## src/rtl/id_hazard_controller_if.sv

```systemverilog
`default_nettype none
// ============================================================================
// Module      : id_hazard_controller_if
// Description : Bundle between the decode stage and the hazard controller.
//               master = decode side (drives instruction fields, branch and
//               memory-stall status); slave = hazard controller (drives
//               pipeline enables, flush/bubble, bypass and forwarding selects
//               and the performance counters).
// Revision    : 1.0 - initial release
// ============================================================================
interface id_hazard_controller_if #(
    parameter int CNT_W = 16
);
    // decode-stage instruction fields and pipeline status
    logic             id_valid;
    logic [4:0]       id_rs1;
    logic [4:0]       id_rs2;
    logic             id_use_rs1;
    logic             id_use_rs2;
    logic [4:0]       id_rd;
    logic             id_wr_en;
    logic             id_mem_r;
    logic             branch_taken;
    logic             mem_stall;

    // sequencing results
    logic             pc_en;
    logic             if_id_en;
    logic             if_id_flush;
    logic             id_ex_bubble;
    logic             id_wb_bypass_a;
    logic             id_wb_bypass_b;
    logic [1:0]       fwd_a;
    logic [1:0]       fwd_b;
    logic [CNT_W-1:0] stall_cnt;
    logic [CNT_W-1:0] flush_cnt;

    modport master (
        output id_valid, id_rs1, id_rs2, id_use_rs1, id_use_rs2,
               id_rd, id_wr_en, id_mem_r, branch_taken, mem_stall,
        input  pc_en, if_id_en, if_id_flush, id_ex_bubble,
               id_wb_bypass_a, id_wb_bypass_b, fwd_a, fwd_b,
               stall_cnt, flush_cnt
    );

    modport slave (
        input  id_valid, id_rs1, id_rs2, id_use_rs1, id_use_rs2,
               id_rd, id_wr_en, id_mem_r, branch_taken, mem_stall,
        output pc_en, if_id_en, if_id_flush, id_ex_bubble,
               id_wb_bypass_a, id_wb_bypass_b, fwd_a, fwd_b,
               stall_cnt, flush_cnt
    );
endinterface
`default_nettype wire

```

## src/rtl/id_hazard_controller.sv

```systemverilog
`default_nettype none
// ============================================================================
// Module      : id_hazard_controller
// Description : Hazard/sequencing controller for the 5-stage RISC-V core.
//               Tracks destination registers of instructions in EX, MEM and
//               WB; generates PC/IF-ID enables, IF/ID flush, ID/EX bubble,
//               decode write-back bypass and registered EX forwarding
//               selects; keeps saturating stall and flush counters.
// Ports       : clk   - core clock, rising edge
//               reset - asynchronous, active-high
//               hz    - id_hazard_controller_if.slave (decode fields in,
//                       sequencing controls and counters out)
// Revision    : 1.0 - initial release
// ============================================================================
module id_hazard_controller #(
    parameter int CNT_W = 16
) (
    input  wire logic            clk,
    input  wire logic            reset,
    id_hazard_controller_if.slave hz
);

    typedef struct packed {
        logic       valid;
        logic [4:0] rd;
        logic       wr;
        logic       load;
    } slot_t;

    localparam slot_t            c_EMPTY_SLOT = '0;
    localparam logic [CNT_W-1:0] c_CNT_MAX    = '1;

    slot_t            ex_q, ex_d;
    slot_t            mem_q, mem_d;
    slot_t            wb_q, wb_d;
    logic [1:0]       fwd_a_q, fwd_a_d;
    logic [1:0]       fwd_b_q, fwd_b_d;
    logic [CNT_W-1:0] stall_cnt_q, stall_cnt_d;
    logic [CNT_W-1:0] flush_cnt_q, flush_cnt_d;

    logic             w_load_use;
    slot_t            w_new_slot;

    // x0 is hard-wired zero, so a write to it never creates a dependency.
    function automatic logic slot_writes(input slot_t s, input logic [4:0] r);
        return s.valid && s.wr && (s.rd == r) && (r != 5'd0);
    endfunction

    // Nearest producer wins: EX (one ahead) beats MEM (two ahead).
    function automatic logic [1:0] fwd_sel(input slot_t ex_s, input slot_t mem_s,
                                           input logic [4:0] r);
        if (slot_writes(ex_s, r))
            return 2'b01;
        else if (slot_writes(mem_s, r))
            return 2'b10;
        else
            return 2'b00;
    endfunction

    function automatic logic [CNT_W-1:0] sat_inc(input logic [CNT_W-1:0] v);
        return (v == c_CNT_MAX) ? v : v + 1'b1;
    endfunction

    always_comb begin
        w_load_use = ex_q.load &&
                     ((hz.id_use_rs1 && slot_writes(ex_q, hz.id_rs1)) ||
                      (hz.id_use_rs2 && slot_writes(ex_q, hz.id_rs2)));

        w_new_slot = '{valid: hz.id_valid, rd: hz.id_rd,
                       wr: hz.id_wr_en, load: hz.id_mem_r};

        // defaults: normal issue, state holds
        hz.pc_en        = 1'b1;
        hz.if_id_en     = 1'b1;
        hz.if_id_flush  = 1'b0;
        hz.id_ex_bubble = 1'b0;
        ex_d            = ex_q;
        mem_d           = mem_q;
        wb_d            = wb_q;
        fwd_a_d         = fwd_a_q;
        fwd_b_d         = fwd_b_q;
        stall_cnt_d     = stall_cnt_q;
        flush_cnt_d     = flush_cnt_q;

        if (hz.mem_stall) begin
            // whole pipeline frozen; only the stall counter moves
            hz.pc_en    = 1'b0;
            hz.if_id_en = 1'b0;
            stall_cnt_d = sat_inc(stall_cnt_q);
        end else begin
            wb_d  = mem_q;
            mem_d = ex_q;
            if (hz.branch_taken) begin
                // kill both the fetched and the decoded instruction
                hz.if_id_flush  = 1'b1;
                hz.id_ex_bubble = 1'b1;
                ex_d            = c_EMPTY_SLOT;
                fwd_a_d         = 2'b00;
                fwd_b_d         = 2'b00;
                flush_cnt_d     = sat_inc(flush_cnt_q);
            end else if (w_load_use) begin
                // hold PC and IF/ID, insert one bubble behind the load
                hz.pc_en        = 1'b0;
                hz.if_id_en     = 1'b0;
                hz.id_ex_bubble = 1'b1;
                ex_d            = c_EMPTY_SLOT;
                fwd_a_d         = 2'b00;
                fwd_b_d         = 2'b00;
                stall_cnt_d     = sat_inc(stall_cnt_q);
            end else begin
                ex_d = w_new_slot;
                // an empty decode slot enters EX as a bubble with no forwarding
                fwd_a_d = hz.id_valid ? fwd_sel(ex_q, mem_q, hz.id_rs1) : 2'b00;
                fwd_b_d = hz.id_valid ? fwd_sel(ex_q, mem_q, hz.id_rs2) : 2'b00;
            end
        end
    end

    // The register file is written in WB during the same cycle decode reads it.
    always_comb begin
        hz.id_wb_bypass_a = hz.id_use_rs1 && slot_writes(wb_q, hz.id_rs1);
        hz.id_wb_bypass_b = hz.id_use_rs2 && slot_writes(wb_q, hz.id_rs2);
    end

    always_ff @(posedge clk or posedge reset) begin
        if (reset) begin
            ex_q        <= c_EMPTY_SLOT;
            mem_q       <= c_EMPTY_SLOT;
            wb_q        <= c_EMPTY_SLOT;
            fwd_a_q     <= 2'b00;
            fwd_b_q     <= 2'b00;
            stall_cnt_q <= '0;
            flush_cnt_q <= '0;
        end else begin
            ex_q        <= ex_d;
            mem_q       <= mem_d;
            wb_q        <= wb_d;
            fwd_a_q     <= fwd_a_d;
            fwd_b_q     <= fwd_b_d;
            stall_cnt_q <= stall_cnt_d;
            flush_cnt_q <= flush_cnt_d;
        end
    end

    assign hz.fwd_a     = fwd_a_q;
    assign hz.fwd_b     = fwd_b_q;
    assign hz.stall_cnt = stall_cnt_q;
    assign hz.flush_cnt = flush_cnt_q;

endmodule
`default_nettype wire

```

## src/flat_wrapper.sv

```systemverilog
// flat-port wrapper written by rule: the top's interface ports become plain ports
module id_hazard_controller_flat 
#(
    parameter int CNT_W = 16
)
  (clk, reset, hz_id_valid, hz_id_rs1, hz_id_rs2, hz_id_use_rs1, hz_id_use_rs2, hz_id_rd, hz_id_wr_en, hz_id_mem_r, hz_branch_taken, hz_mem_stall, hz_pc_en, hz_if_id_en, hz_if_id_flush, hz_id_ex_bubble, hz_id_wb_bypass_a, hz_id_wb_bypass_b, hz_fwd_a, hz_fwd_b, hz_stall_cnt, hz_flush_cnt);
  id_hazard_controller_if #(.CNT_W(CNT_W)) hz_i ();
  input  wire logic clk;
  input  wire logic reset;
  input wire logic [$bits(hz_i.id_valid)-1:0] hz_id_valid;
  input wire logic [$bits(hz_i.id_rs1)-1:0] hz_id_rs1;
  input wire logic [$bits(hz_i.id_rs2)-1:0] hz_id_rs2;
  input wire logic [$bits(hz_i.id_use_rs1)-1:0] hz_id_use_rs1;
  input wire logic [$bits(hz_i.id_use_rs2)-1:0] hz_id_use_rs2;
  input wire logic [$bits(hz_i.id_rd)-1:0] hz_id_rd;
  input wire logic [$bits(hz_i.id_wr_en)-1:0] hz_id_wr_en;
  input wire logic [$bits(hz_i.id_mem_r)-1:0] hz_id_mem_r;
  input wire logic [$bits(hz_i.branch_taken)-1:0] hz_branch_taken;
  input wire logic [$bits(hz_i.mem_stall)-1:0] hz_mem_stall;
  output wire logic [$bits(hz_i.pc_en)-1:0] hz_pc_en;
  output wire logic [$bits(hz_i.if_id_en)-1:0] hz_if_id_en;
  output wire logic [$bits(hz_i.if_id_flush)-1:0] hz_if_id_flush;
  output wire logic [$bits(hz_i.id_ex_bubble)-1:0] hz_id_ex_bubble;
  output wire logic [$bits(hz_i.id_wb_bypass_a)-1:0] hz_id_wb_bypass_a;
  output wire logic [$bits(hz_i.id_wb_bypass_b)-1:0] hz_id_wb_bypass_b;
  output wire logic [$bits(hz_i.fwd_a)-1:0] hz_fwd_a;
  output wire logic [$bits(hz_i.fwd_b)-1:0] hz_fwd_b;
  output wire logic [$bits(hz_i.stall_cnt)-1:0] hz_stall_cnt;
  output wire logic [$bits(hz_i.flush_cnt)-1:0] hz_flush_cnt;
  assign hz_i.id_valid = hz_id_valid;
  assign hz_i.id_rs1 = hz_id_rs1;
  assign hz_i.id_rs2 = hz_id_rs2;
  assign hz_i.id_use_rs1 = hz_id_use_rs1;
  assign hz_i.id_use_rs2 = hz_id_use_rs2;
  assign hz_i.id_rd = hz_id_rd;
  assign hz_i.id_wr_en = hz_id_wr_en;
  assign hz_i.id_mem_r = hz_id_mem_r;
  assign hz_i.branch_taken = hz_branch_taken;
  assign hz_i.mem_stall = hz_mem_stall;
  assign hz_pc_en = hz_i.pc_en;
  assign hz_if_id_en = hz_i.if_id_en;
  assign hz_if_id_flush = hz_i.if_id_flush;
  assign hz_id_ex_bubble = hz_i.id_ex_bubble;
  assign hz_id_wb_bypass_a = hz_i.id_wb_bypass_a;
  assign hz_id_wb_bypass_b = hz_i.id_wb_bypass_b;
  assign hz_fwd_a = hz_i.fwd_a;
  assign hz_fwd_b = hz_i.fwd_b;
  assign hz_stall_cnt = hz_i.stall_cnt;
  assign hz_flush_cnt = hz_i.flush_cnt;
  id_hazard_controller #(.CNT_W(CNT_W)) u_core (.clk(clk), .reset(reset), .hz(hz_i));
endmodule
```

## config.mk

```make
export PLATFORM = sky130hd
export DESIGN_NAME = id_hazard_controller_flat
export DESIGN_NICKNAME = d
export VERILOG_FILES = /design/src/rtl/id_hazard_controller_if.sv /design/src/rtl/id_hazard_controller.sv /design/src/flat_wrapper.sv
export SDC_FILE = /design/constraint.sdc
export NUM_CORES = 1
export LEC_CHECK = 0
export ABC_AREA = 0
export CORE_UTILIZATION = 35
export DETAILED_ROUTE_END_ITERATION = 8
export GPL_TIMING_DRIVEN = 0
export PLACE_DENSITY_LB_ADDON = 0.15
export RECOVER_POWER = 50
export SETUP_SLACK_MARGIN = 0.4
export SLEW_MARGIN = 20
export SYNTH_ARGS = -nofsm -noshare
export SYNTH_HDL_FRONTEND = slang
export SYNTH_SLANG_ARGS = --single-unit
```

## constraint.sdc

```tcl
create_clock -name clk -period 2.7 [get_ports clk]
set_clock_uncertainty 0.05 [all_clocks]
set_input_delay 0.54 -clock clk [delete_from_list [all_inputs] [get_ports clk]]
set_output_delay 0.54 -clock clk [all_outputs]
set_load 0.02 [all_outputs]
```

# After elaboration in Yosys (flattened, before gate mapping)
# Index checks and enable logic that the tools add are counted.
dict set report totals {
  ff_bits 58
  in_bits 24
  output_inout_bits 42
  wordCells 77
}
dict set report classes {
  add_sub_neg 2
  eq_ne 9
  n_mux 24
  n_bitwise 2
  n_reduce_logical 26
}
# operator count
set op_table {}
lappend op_table {{$mux W16} 4}
lappend op_table {{$add A16 B1 Y16 const B} 2}
lappend op_table {{$eq A16 B16 Y1 const B} 2}
lappend op_table {{$eq A5 B5 Y1} 6}
lappend op_table {{$logic_and A1 B1 Y1} 20}
lappend op_table {{$mux W2} 10}
lappend op_table {{$mux W8} 2}
lappend op_table {{$reduce_bool A5 Y1} 2}
lappend op_table {{$mux W1} 8}
lappend op_table {{$reduce_and A3 Y1} 1}
lappend op_table {{$ne A2 B1 Y1 const B} 1}
lappend op_table {{$not A1 Y1} 2}
lappend op_table {{$reduce_and A2 Y1} 1}
lappend op_table {{$reduce_bool A2 Y1} 1}
lappend op_table {{$logic_or A1 B1 Y1} 1}

# Logic depth before layout (Yosys ltp)
# Gate-level depths: netlist (run 1).
dict set report logic_depth {
  ltp_word 9
  mapped_depth 7
  mapped_depth_nobuf 6
}

# Worst setup path after synthesis (run 1)
# Ideal clock, no wire load.
dict set report synth_path {
  path_type {input -> output}
  startpoint {input hz_id_rs2[1]}
  endpoint {output hz_pc_en}
  t_arrival_ps 2137
  required_ps 2110
  slack_ps -27
  cell_stages 6
  n_path_buf 1
  cell_sequence {xnor2_1 > nand4_1 > or4b_1 > a211oi_4 > nor2_1 > buf_4}
}
dict set report synth_via {
  elab_chain_cells 9
}
# element line
set synth_rtl {}
lappend synth_rtl {{start, declared} flat_wrapper.sv:12} ;# input wire logic [$bits(hz_i.id_rs2)-1:0] hz_id_rs2;
lappend synth_rtl {{$eq A5 B5 Y1} id_hazard_controller.sv:46} ;# return s.valid && s.wr && (s.rd == r) && (r != 5'd0);
lappend synth_rtl {{$logic_and A1 B1 Y1} id_hazard_controller.sv:46}
lappend synth_rtl {{$logic_and A1 B1 Y1 (*)} id_hazard_controller.sv:46}
lappend synth_rtl {{$logic_and A1 B1 Y1 (*)} id_hazard_controller.sv:67} ;# (hz.id_use_rs2 && slot_writes(ex_q, hz.id_rs2)));
lappend synth_rtl {{$logic_or A1 B1 Y1 (*)} id_hazard_controller.sv:66} ;# ((hz.id_use_rs1 && slot_writes(ex_q, hz.id_rs1)) ||
lappend synth_rtl {{$logic_and A1 B1 Y1 (*)} id_hazard_controller.sv:65} ;# w_load_use = ex_q.load &&
lappend synth_rtl {{$mux W1 (*) (3 in series)} --}
lappend synth_rtl {{end, declared} flat_wrapper.sv:20} ;# output wire logic [$bits(hz_i.pc_en)-1:0] hz_pc_en;
# Mark *: on every way between the ends. The rest lies on a longest branch, timed or not.

# Final worst setup path (run 1)
dict set report layout_path {
  startpoint {input hz_id_rs1[1]}
  endpoint {output hz_pc_en}
}
dict set report layout_via {
  elab_chain_cells 9
}
# element line
set layout_rtl {}
lappend layout_rtl {{start, declared} flat_wrapper.sv:11} ;# input wire logic [$bits(hz_i.id_rs1)-1:0] hz_id_rs1;
lappend layout_rtl {{$eq A5 B5 Y1} id_hazard_controller.sv:46}
lappend layout_rtl {{$logic_and A1 B1 Y1} id_hazard_controller.sv:46}
lappend layout_rtl {{$logic_and A1 B1 Y1 (*)} id_hazard_controller.sv:46}
lappend layout_rtl {{$logic_and A1 B1 Y1 (*)} id_hazard_controller.sv:66}
lappend layout_rtl {{$logic_or A1 B1 Y1 (*)} id_hazard_controller.sv:66}
lappend layout_rtl {{$logic_and A1 B1 Y1 (*)} id_hazard_controller.sv:65}
lappend layout_rtl {{$mux W1 (*)} id_hazard_controller.sv:101} ;# end else if (w_load_use) begin
lappend layout_rtl {{$mux W1 (*)} id_hazard_controller.sv:93} ;# if (hz.branch_taken) begin
lappend layout_rtl {{$mux W1 (*)} id_hazard_controller.sv:85} ;# if (hz.mem_stall) begin
# Marked as above.

==> results of run 1 <==
## timing repair
| item | CTS | global route |
|---|---|---|
| gates resized for setup | 71 | 30 |
| pin swaps | 14 | 20 |
| buffers inserted | 11 | 7 |
| setup endpoints to repair | 36 | 45 |
| cloned | 1 | 0 |
## kinds of logic (layout without fill, tap and decap cells)
family	count (synthesis)	in the layout	share of synthesized area, %
xor+xnor	59	59	17.46
flops	58	58	49.03
simple gates	78	78	14.84
compound gates	33	33	9.383
buf+inv	14	115	1.902
fa+ha+maj	2	2	0.8452
mux	17	17	6.551
## cell type report
cell class	instances	area (um^2)
tap	105	131.4
clock buffer	9	123.9
fill	740	3995
clock inverter	7	77.57
buffer	9	48.80
sequential	58	1456
multi-input combinational	189	1580
inverter	5	20.02
timing repair buffer	85	783.3
## report_power, final
part	internal, W	leakage [nW]	switching (W)	total [W]
Clock	0.000432	0.0998	0.000391	0.000823
Sequential	0.000997	0.747	0.000163	0.00116
Combinational	0.000389	1.03	0.000349	0.000737
## sequential cells by signal (all words and copies together), names as in the netlist
signal               flops
u_core.ex_q              8
u_core.hz.flush_cnt     16
u_core.hz.fwd_a          2
u_core.hz.fwd_b          2
u_core.hz.stall_cnt     16
u_core.mem_q             7
u_core.wb_q              7
## cell usage in the layout, fill, tap and decap left out, types with 5 or more instances in the layout
master           netlist  final
xnor2_2                0      7
clkdlybuf4s15_2        0      5
nor2_1                11      9
dlygate4sd3_1          0     14
buf_2                  0      6
nor3_1                 6      6
clkbuf_2               0      5
nand4_1               10     10
clkdlybuf4s50_1        0     32
nand2_1               13     13
and3_1                10     10
dfrtp_1               58     54
and4_1                 6      6
mux2_2                15     15
xor2_1                22     21
xnor2_1               37     30
a22o_1                10     10
buf_6                  0      5
clkbuf_8               0      9
nand3_1               10     10
buf_4                  1     18
## layer usage
layer,wire length (um),global-route usage (%)
met1,3307,24.68
met3,286,3.398
met4,77,6.923
met5,0,0
met2,3528,27.25
## worst max path at each step
| stage | from | endpoint | slack (ns) | depth (start not counted) |
|---|---|---|---|---|
| after floorplan | hz_id_rs2[3] | hz_pc_en | 0.13 | 6 |
| after global placement | hz_id_rs2[2] | hz_pc_en | -1.19 | 8 |
| after detailed placement | hz_id_rs1[1] | hz_pc_en | -1.19 | 8 |
| after CTS | u_core.ex_q[6] | hz_pc_en | -0.21 | 7 |
| after global routing | u_core.ex_q[4] | hz_id_ex_bubble | -0.25 | 8 |
| final | hz_id_rs1[1] | hz_pc_en | -0.15 | 8 |
## through the flow
stage               cell area, um^2  utilization [%]  power, W  hold slack [ns]  setup slack, ns
floorplan                      3008                -  0.001551           0.4293           0.1321
global placement               3790            46.12  0.001869           0.4319           -1.189
detailed placement             3820            46.49  0.001888           0.4379           -1.190
CTS                            4128            50.24  0.002745           0.3959          -0.2115
global route                   4222            51.38  0.002880           0.4667          -0.2533
finish                         4222            51.38  0.002720           0.4453          -0.1493
==> metrics.yaml, run 1 <==
run_status:
  status: "finished, violations left"
  violations: "setup timing"
final_layout:
  area.growth.synth_to_final_pct: 42.60
  final_cells: 467
  nNetsFinal: 383
  antenna-diode-count: 0
  drive_above_1_share_pct: 28.45
yosys:
  synth_top_area_cell: "dfrtp_1"
  synth_top_cell_area_share_pct: 49.03
  syn_area_um2: 2960
  synth_cell_type_count: 40
  synthCells: 261
  synthTopCellsByArea: "dfrtp_1, xnor2_1, xor2_1"
  async_flop_share_pct: 100.0
  ys_ff_latch: 58
  yosys_most_used_dff: "dfrtp_1"
  yosysMostFrequentCell: "dfrtp_1"
  yosysSeqAreaShare_pct: 49.03
  syn_avg_cell_area_um2: 11.34
  synth_edf_count: 0
  yosysWarnings: 0
  synth_nets: 287
  synth_common_cells: "dfrtp_1, xnor2_1, xor2_1, mux2_2, nand2_1"
sta:
  setup_viol: 3
  final.period_utilization_pct: 105.5
  finalSetupTns_ns: -0.3685
  timing.final.ws_setup_ns: -0.1493
  period_needed_ns: 2.849
  tightest_slew_ns: 1.175
  rsz0062_at_grt: "yes"
  hold_violations: 0
  fmax_mhz: 351.0
  timing.slew.headroom_pct: 21.68
  drv_slew: 0
min_path:
  whs_endpoint: "u_core.hz.stall_cnt[8]"
  min-delay-start: "u_core.hz.stall_cnt[8]"
  whs_path_depth: 1
  holdCritPathClass: "flip-flop to flip-flop"
floorplanning:
  start_util_pct: 36.03
  io_pins: 66
  die_area_um2: 8829
  fp.coreArea_um2: 8217
  row_count: 33
  fp.dieH_um: 93.97
  chipWidth_um: 93.97
cts:
  path_clk_slew_ns: 0.07
  cts_max_level: 3
  clock_path_buffers: 2
  cts_sinks: 58
  clk_latency_ns: 0.34
  cts_tree: "yes"
  ctsHoldBuffers: 0
  root_buffer: "clkbuf_8"
  numCtsBuffers: 9
global_route:
  grt_pass1_vias: 2276
  grt_max_degree: 49
  grt_pass1_wl_mm: 11.73
  grt_usage_pct: 17.77
  overflow: 0
  antenna_found_initial: 0
drt:
  wire_per_inst_um: 15.42
  drt-total-wl_mm: 7.199
  drc_errors: 0
  vias_per_cell: 5.150
  firstDrtPassIters: 6
  antenna_left: 0
  vias: 2405
  dr.first_iter.drc_count: 66
placement:
  gp_congestion: 0.8551
  hpwlAfterDp_mm: 5.151
  post-place-cells: 432
  port_buffers: 65
critical_path:
  critPathMaxFanout: 4
  worstPathCellList: "clkdlybuf4s15_2 > nor3_2 > a21bo_1 > or4_4 > a211oi_4 > nor2_4 > buf_6 > buf_6"
  path_class: "input port to output pin"
  cp_num_buf_inv: 3
  start_kind: "input port"
  arrival_ns: 2.26
  cp_data_required_time_ns: 2.11
  r2r-start: "u_core.ex_q[5]"
  r2r_end: "u_core.hz.stall_cnt[1]"
  end_kind: "output pin"
  reg2regPathDepth: 8
  cp_top_family: "simple AND/OR/NAND/NOR gates"
  slowest_delay_ns: 0.57
  crit_slowest_cell: "or4_4"
  cpMostUsedCell: "buf_6"
  rrSetupSlack_ns: 0.24
job:
  drv_cap: 0
power_and_ir_drop:
  p_per_area_nw_per_um2: 644.3
  leakagePower_nw: 1.880
  vdd_drop_max_mv: 0.4463
(Power assumes the default switching activity.)
==> run 2, diff against run 1 <==
--- a/config.mk
+++ b/config.mk
@@ -11,7 +11,7 @@
 export GPL_TIMING_DRIVEN = 0
 export PLACE_DENSITY_LB_ADDON = 0.15
 export RECOVER_POWER = 50
-export SETUP_SLACK_MARGIN = 0.4
+export SETUP_SLACK_MARGIN = 0.1
 export SLEW_MARGIN = 20
 export SYNTH_ARGS = -nofsm -noshare
 export SYNTH_HDL_FRONTEND = slang
==> constraint.sdc (replaced) <==
create_clock -name clk -period 2.7 [get_ports clk]
set_clock_uncertainty 0.05 [all_clocks]
set_input_delay 0.81 -clock clk [delete_from_list [all_inputs] [get_ports clk]]
set_output_delay 0.81 -clock clk [all_outputs]
set_load 0.02 [all_outputs]
==> run 2 against run 1 <==
The run still ends with setup timing left. Final cell count fell by 2.1%. Global-route usage rose by 0.17 points. Largest power group unchanged. Wire length fell by 0.13%. Total power fell by 3.8%. Count of clock-buffer cells in the layout rose by 1. Fmax fell by 11%. Worst hold slack got worse by 0.0064 ns. Die area did not move. Via count fell by 4.0%. Register-to-register slack got worse by 0.02 ns. Combinational power fell by 0.9%. First-iteration DRC count rose by 26%. Highest routed layer unchanged.
==> metrics.yaml, run 2 (synthesis results as in run 1) <==
final_layout:
  fillers: 775  # +4.7%
  final_cells: 457  # -2.1%
  area.growth.synth_to_final_pct: 40.53
  final_area_um2: 4160  # -1.5%
  final_common_cell: "dfrtp_1"
  antenna-diode-count: 0  # unchanged
  layout_common_cells: "dfrtp_1, clkdlybuf4s50_1, xnor2_1"
  seq_area_um2: 1451  # -0.34%
  multiInputGateArea_um2: 1589  # +0.55%
  nNetsFinal: 373  # -2.6%
  drive_above_1_share_pct: 24.72  # -3.7 points
sta:
  timing.slew.headroom_pct: 15.49  # -6.2 points
  hold_violations: 0  # unchanged
  drv_slew: 0  # unchanged
  final.period_utilization_pct: 119.1  # +14 points
  timing.final.ws_setup_ns: -0.5159  # -0.3666 ns
  finalSetupTns_ns: -1.372  # -1.004 ns
  tightest_slew_ns: 1.261  # +0.08579 ns
  fmax_mhz: 311.0  # -11%
  setup_viol: 3  # unchanged
  period_needed_ns: 3.216  # +0.3666 ns
  rsz0062_at_grt: "yes"
min_path:
  whs_path_depth: 1  # unchanged
  min-delay-start: "u_core.hz.stall_cnt[15]"
  whs_endpoint: "u_core.hz.stall_cnt[15]"
  holdCritPathClass: "flip-flop to flip-flop"
placement:
  hpwlAfterDp_mm: 5.218  # +1.3%
  preCtsSetupSlack_ns: -1.714  # -0.5240 ns
  postPlaceCellArea_um2: 3812  # -0.20%
  port_buffers: 65  # unchanged
  post-place-cells: 432  # unchanged
  gp_congestion: 0.8424  # -1.5%
global_route:
  grt_usage_pct: 17.94  # +0.17 points
  grt_pass1_wl_mm: 11.81  # +0.70%
  grt_max_degree: 31  # -37%
  grt_pass1_vias: 2250  # -1.1%
  antenna_found_initial: 0  # unchanged
  overflow: 0  # unchanged
floorplanning:
  io_pins: 66  # unchanged
  die_area_um2: 8829  # unchanged
  start_util_pct: 36.03  # unchanged
  fp.coreArea_um2: 8217  # unchanged
  row_count: 33  # unchanged
  chipWidth_um: 93.97  # unchanged
  fp.dieH_um: 93.97  # unchanged
run_status:
  status: "finished, violations left"
  violations: "setup timing"
drt:
  drt-total-wl_mm: 7.190  # -0.13%
  wire_per_inst_um: 15.73  # +2.1%
  drc_errors: 0  # unchanged
  vias_per_cell: 5.053  # -1.9%
  vias: 2309  # -4.0%
  dr.first_iter.drc_count: 83  # +26%
  firstDrtPassIters: 6  # unchanged
  antenna_left: 0  # unchanged
power_and_ir_drop:
  p_per_area_nw_per_um2: 628.8  # -2.4%
  leakagePower_nw: 1.849  # -1.6%
  vdd_drop_max_mv: 0.3449  # -23%
job:
  drv_cap: 0  # unchanged
cts:
  path_clk_slew_ns: 0.07  # about the same
  clk_latency_ns: 0.33  # about the same
  ctsHoldBuffers: 0  # unchanged
  numCtsBuffers: 9  # unchanged
  cts_tree: "yes"
  cts_max_level: 3  # unchanged
  cts_sinks: 58  # unchanged
  clock_path_buffers: 2  # unchanged
  root_buffer: "clkbuf_8"
critical_path:
  cp_num_buf_inv: 3  # unchanged
  crit_slowest_cell: "or4b_4"
  r2r_end: "u_core.hz.stall_cnt[1]"
  start_kind: "input port"
  critPathMaxFanout: 4  # unchanged
  cp_top_family: "simple AND/OR/NAND/NOR gates"
  end_kind: "output pin"
  cpMostUsedCell: "buf_6"
  rrSetupSlack_ns: 0.22  # -0.02 ns
  r2r-start: "u_core.ex_q[5]"
  arrival_ns: 2.36  # +0.10 ns
  cp_data_required_time_ns: 1.84  # -0.27 ns
  slowest_delay_ns: 0.55  # -0.02 ns
  worstPathCellList: "buf_8 > xnor2_2 > nand4_1 > or4b_4 > a211oi_4 > nor2_4 > buf_6 > buf_6"
  path_class: "input port to output pin"
  reg2regPathDepth: 7  # -1
==> run 2: cell types whose count changed in the layout (fill, tap and decap cells not counted), sizes merged, moves of 2 or more <==
cell,delta
clkdlybuf4s15,-5
buf,-2
dlygate4sd3,-2
clkdlybuf4s50,+2
==> run 2: layout make-up <==
type                    instances  area share, %
plain buffers                   9          1.083
clock buffers                  10          3.308
clock inverters                 6          1.023
inverters                       5         0.4812
multi-input cells             189          38.20
flip-flops and latches         58          34.89
well taps                     105          3.158
repair buffers                 75          17.86
==> run 2: stage by stage <==
| step | power [W] | util [%] | hold slack, ns |
|---|---|---|---|
| global route | 0.002769 | 50.63 | 0.4570 |
| global placement | 0.001869 | 46.12 | 0.4315 |
| finish | 0.002616 | 50.63 | 0.4388 |
| floorplan | 0.001551 | - | 0.4293 |
| CTS | 0.002635 | 49.47 | 0.4473 |
| detailed placement | 0.001889 | 46.40 | 0.4368 |
==> run 2: power by group <==
part | leakage [nW] | total, W | switching (W) | internal [W]
logic | 1.01 | 0.000730 | 0.000338 | 0.000392
registers | 0.753 | 0.00117 | 0.000173 | 0.000997
clock network | 0.0882 | 0.000716 | 0.000359 | 0.000357
==> run 2: timing repair <==
action	in CTS	in global routing
setup endpoints to repair	35	16
buffers inserted	7	4
pin swaps	14	18
gates cloned	0	0
gates resized for setup	99	24
==> run 2: worst max path at each step <==
stage,startpoint,to,slack [ns],cells past startpoint
detailed placement,hz_id_rs1[1],hz_pc_en,-1.71,8
finish,hz_id_rs2[3],hz_pc_en,-0.52,8
CTS,hz_id_rs1[3],hz_pc_en,-0.57,8
global placement,hz_id_rs1[1],hz_pc_en,-1.71,8
global route,hz_id_rs2[4],hz_pc_en,-0.58,8
floorplan,hz_id_rs2[3],hz_pc_en,-0.41,6
==> run 2: routing by layer <==
| layer | GRT usage (%) | vias up | share of wire [%] |
|---|---|---|---|
| met4 | 7.308 | 0 | 2.0 |
| met1 | 24.78 | 1124 | 48 |
| met3 | 3.155 | 15 | 3.4 |
| met5 | 0 | - | 0 |
| li1 | - | 1112 | - |
| met2 | 27.74 | 58 | 47 |
==> run 3, diff against run 2 <==
--- a/config.mk
+++ b/config.mk
@@ -16,3 +16,4 @@
 export SYNTH_ARGS = -nofsm -noshare
 export SYNTH_HDL_FRONTEND = slang
 export SYNTH_SLANG_ARGS = --single-unit
+export TNS_END_PERCENT = 10
==> constraint.sdc (replaced) <==
create_clock -name clk -period 3.44 [get_ports clk]
set_clock_uncertainty 0.05 [all_clocks]
set_input_delay 1.032 -clock clk [delete_from_list [all_inputs] [get_ports clk]]
set_output_delay 1.032 -clock clk [all_outputs]
set_load 0.02 [all_outputs]
==> run 3 against run 2 <==
Clock power is 10% higher. Final area is 0.93% lower. Utilization is 0.47 points lower. Die area stayed put. Sequential share of layout area is 0.33 points higher. Combinational power is 25% lower. Register-to-register slack better by 0.77 ns. Flip-flop and latch count stayed put. The flow finishes with violations (DRC, setup timing). Total power is 14% lower. Critical path depth stayed put. Sequential power is 22% lower.
==> metrics.yaml, run 3 (synthesis results as in run 1) <==
run_status:
  status: "finished, violations left"
  violations: "DRC, setup timing"
critical_path:
  critPathMaxFanout: 4  # unchanged
  reg2regPathDepth: 7  # unchanged
  start_kind: "input port"
  arrival_ns: 2.59  # +0.23 ns
  path_class: "input port to output pin"
  cp_data_required_time_ns: 2.36  # +0.52 ns
  r2r-start: "u_core.ex_q[6]"
  rrSetupSlack_ns: 0.99  # +0.77 ns
  r2r_end: "u_core.hz.stall_cnt[1]"
  end_kind: "output pin"
placement:
  hpwlAfterDp_mm: 5.029  # -3.6%
  port_buffers: 65  # unchanged
  gp_congestion: 0.8354  # -0.83%
sta:
  period_needed_ns: 3.674
  timing.slew.headroom_pct: 20.31  # +4.8 points
  timing.final.ws_setup_ns: -0.2338  # +0.2821 ns
  rsz0062_at_grt: "yes"
  drv_slew: 0  # unchanged
  tightest_slew_ns: 1.195  # -0.06523 ns
  final.period_utilization_pct: 106.8
  setup_viol: 3  # unchanged
  timing.hold.ws_ns: 0.4292  # -0.009656 ns
  finalSetupTns_ns: -0.5801  # +0.7921 ns
  fmax_mhz: 272.2
  hold_violations: 0  # unchanged
floorplanning:
  fp.dieH_um: 93.97  # unchanged
  die_area_um2: 8829  # unchanged
  chipWidth_um: 93.97  # unchanged
  fp.coreArea_um2: 8217  # unchanged
  io_pins: 66  # unchanged
  row_count: 33  # unchanged
  start_util_pct: 36.03  # unchanged
cts:
  clk_latency_ns: 0.33  # about the same
  clock_path_buffers: 2  # unchanged
  root_buffer: "clkbuf_8"
  path_clk_slew_ns: 0.08  # about the same
  cts_tree: "yes"
  cts_max_level: 3  # unchanged
  numCtsBuffers: 9  # unchanged
  ctsHoldBuffers: 0  # unchanged
  cts_sinks: 58  # unchanged
global_route:
  grt_pass1_vias: 2264  # +0.62%
  overflow: 0  # unchanged
  use_met3_pct: 3.479  # +0.32 points
  grt_max_degree: 49  # +58%
  grt_pass1_wl_mm: 11.61  # -1.8%
  grt_usage_pct: 17.62  # -0.32 points
  antenna_found_initial: 0  # unchanged
  use_met1_pct: 24.50  # -0.28 points
  met2_usage_pct: 26.46  # -1.3 points
  grt.busiest_layer: "met2"
final_layout:
  drive_above_1_share_pct: 20.98  # -3.7 points
  final_core_util_pct: 50.16  # -0.47 points
  nNetsFinal: 369  # -1.1%
  layout_common_cells: "dfrtp_1, clkdlybuf4s50_1, xnor2_1"
  antenna-diode-count: 0  # unchanged
  final_common_cell: "dfrtp_1"
  area.growth.synth_to_final_pct: 39.22
drt:
  firstDrtPassIters: 6  # unchanged
  antenna_left: 0  # unchanged
  vias_per_cell: 5.020  # -0.65%
  drc_errors: 1  # +1
  vias: 2274  # -1.5%
  wire_per_inst_um: 15.26  # -3.0%
  dr.first_iter.drc_count: 63  # -24%
  drt-total-wl_mm: 6.913  # -3.9%
min_path:
  whs_path_depth: 1  # unchanged
  holdCritPathClass: "flip-flop to flip-flop"
  min-delay-start: "u_core.hz.stall_cnt[8]"
  whs_endpoint: "u_core.hz.stall_cnt[8]"
power_and_ir_drop:
  vdd_drop_max_mv: 0.3820  # +11%
  p_per_area_nw_per_um2: 546.5  # -13%
  leakagePower_nw: 1.850  # about the same
job:
  drv_cap: 0  # unchanged
[run 3: final cells by class]
| cell class | count | area (um^2) |
|---|---|---|
| Clock buffer | 9 | 123.9 |
| Sequential cell | 58 | 1451 |
| Clock inverter | 7 | 125.1 |
| Multi-Input combinational cell | 189 | 1530 |
| Buffer | 9 | 43.79 |
| Tap cell | 105 | 131.4 |
| Inverter | 5 | 20.02 |
| Fill cell | 774 | 4095 |
| Timing Repair Buffer | 71 | 695.7 |
[run 3: per-layer routing]
metal,part of all wire [%],vias to the layer above
met1,48,1101
met3,4.1,9
li1,-,1107
met5,0,-
met2,47,57
met4,1.1,0
[run 3: report_power, final]
part           total [W]  leakage (nW)  switching, W  internal (W)
registers       0.000912         0.753      0.000130      0.000782
logic           0.000550         0.973      0.000257      0.000292
clock network   0.000791         0.124      0.000303      0.000487
[run 3: critical path, stage by stage]
cell      delay (ns)
buf_8           0.11
xnor2_2         0.14
nand4_1         0.14
or4b_4          0.55
a211oi_4        0.32
nor2_4          0.06
buf_6           0.12
buf_6           0.12
[run 3: through the flow]
step	total power [W]	setup WS [ns]	instance area, um^2	cells
floorplan	0.001217	-0.1119	3005	261
global placement	0.001464	-1.422	3787	431
detailed placement	0.001476	-1.448	3817	432
CTS	0.002288	-0.2661	4135	452
global route	0.002376	-0.2671	4121	453
finish	0.002252	-0.2338	4121	453
[run 3: repair_timing]
item	4_1_cts	5_1_grt
pin swaps	12	4
setup buffers	4	1
endpoints found under the setup margin	6	6
resized for setup	85	7
[run 3: how the worst max path moves through the flow]
stage | from | endpoint | slack [ns] | depth (start not counted)
floorplan | hz_id_rs2[3] | hz_pc_en | -0.11 | 6
global placement | hz_id_rs1[1] | hz_pc_en | -1.42 | 8
detailed placement | hz_id_rs1[1] | hz_pc_en | -1.45 | 8
CTS | hz_id_rs1[3] | hz_pc_en | -0.27 | 8
global route | hz_id_rs1[2] | hz_id_ex_bubble | -0.27 | 8
finish | hz_id_rs2[4] | hz_pc_en | -0.23 | 8
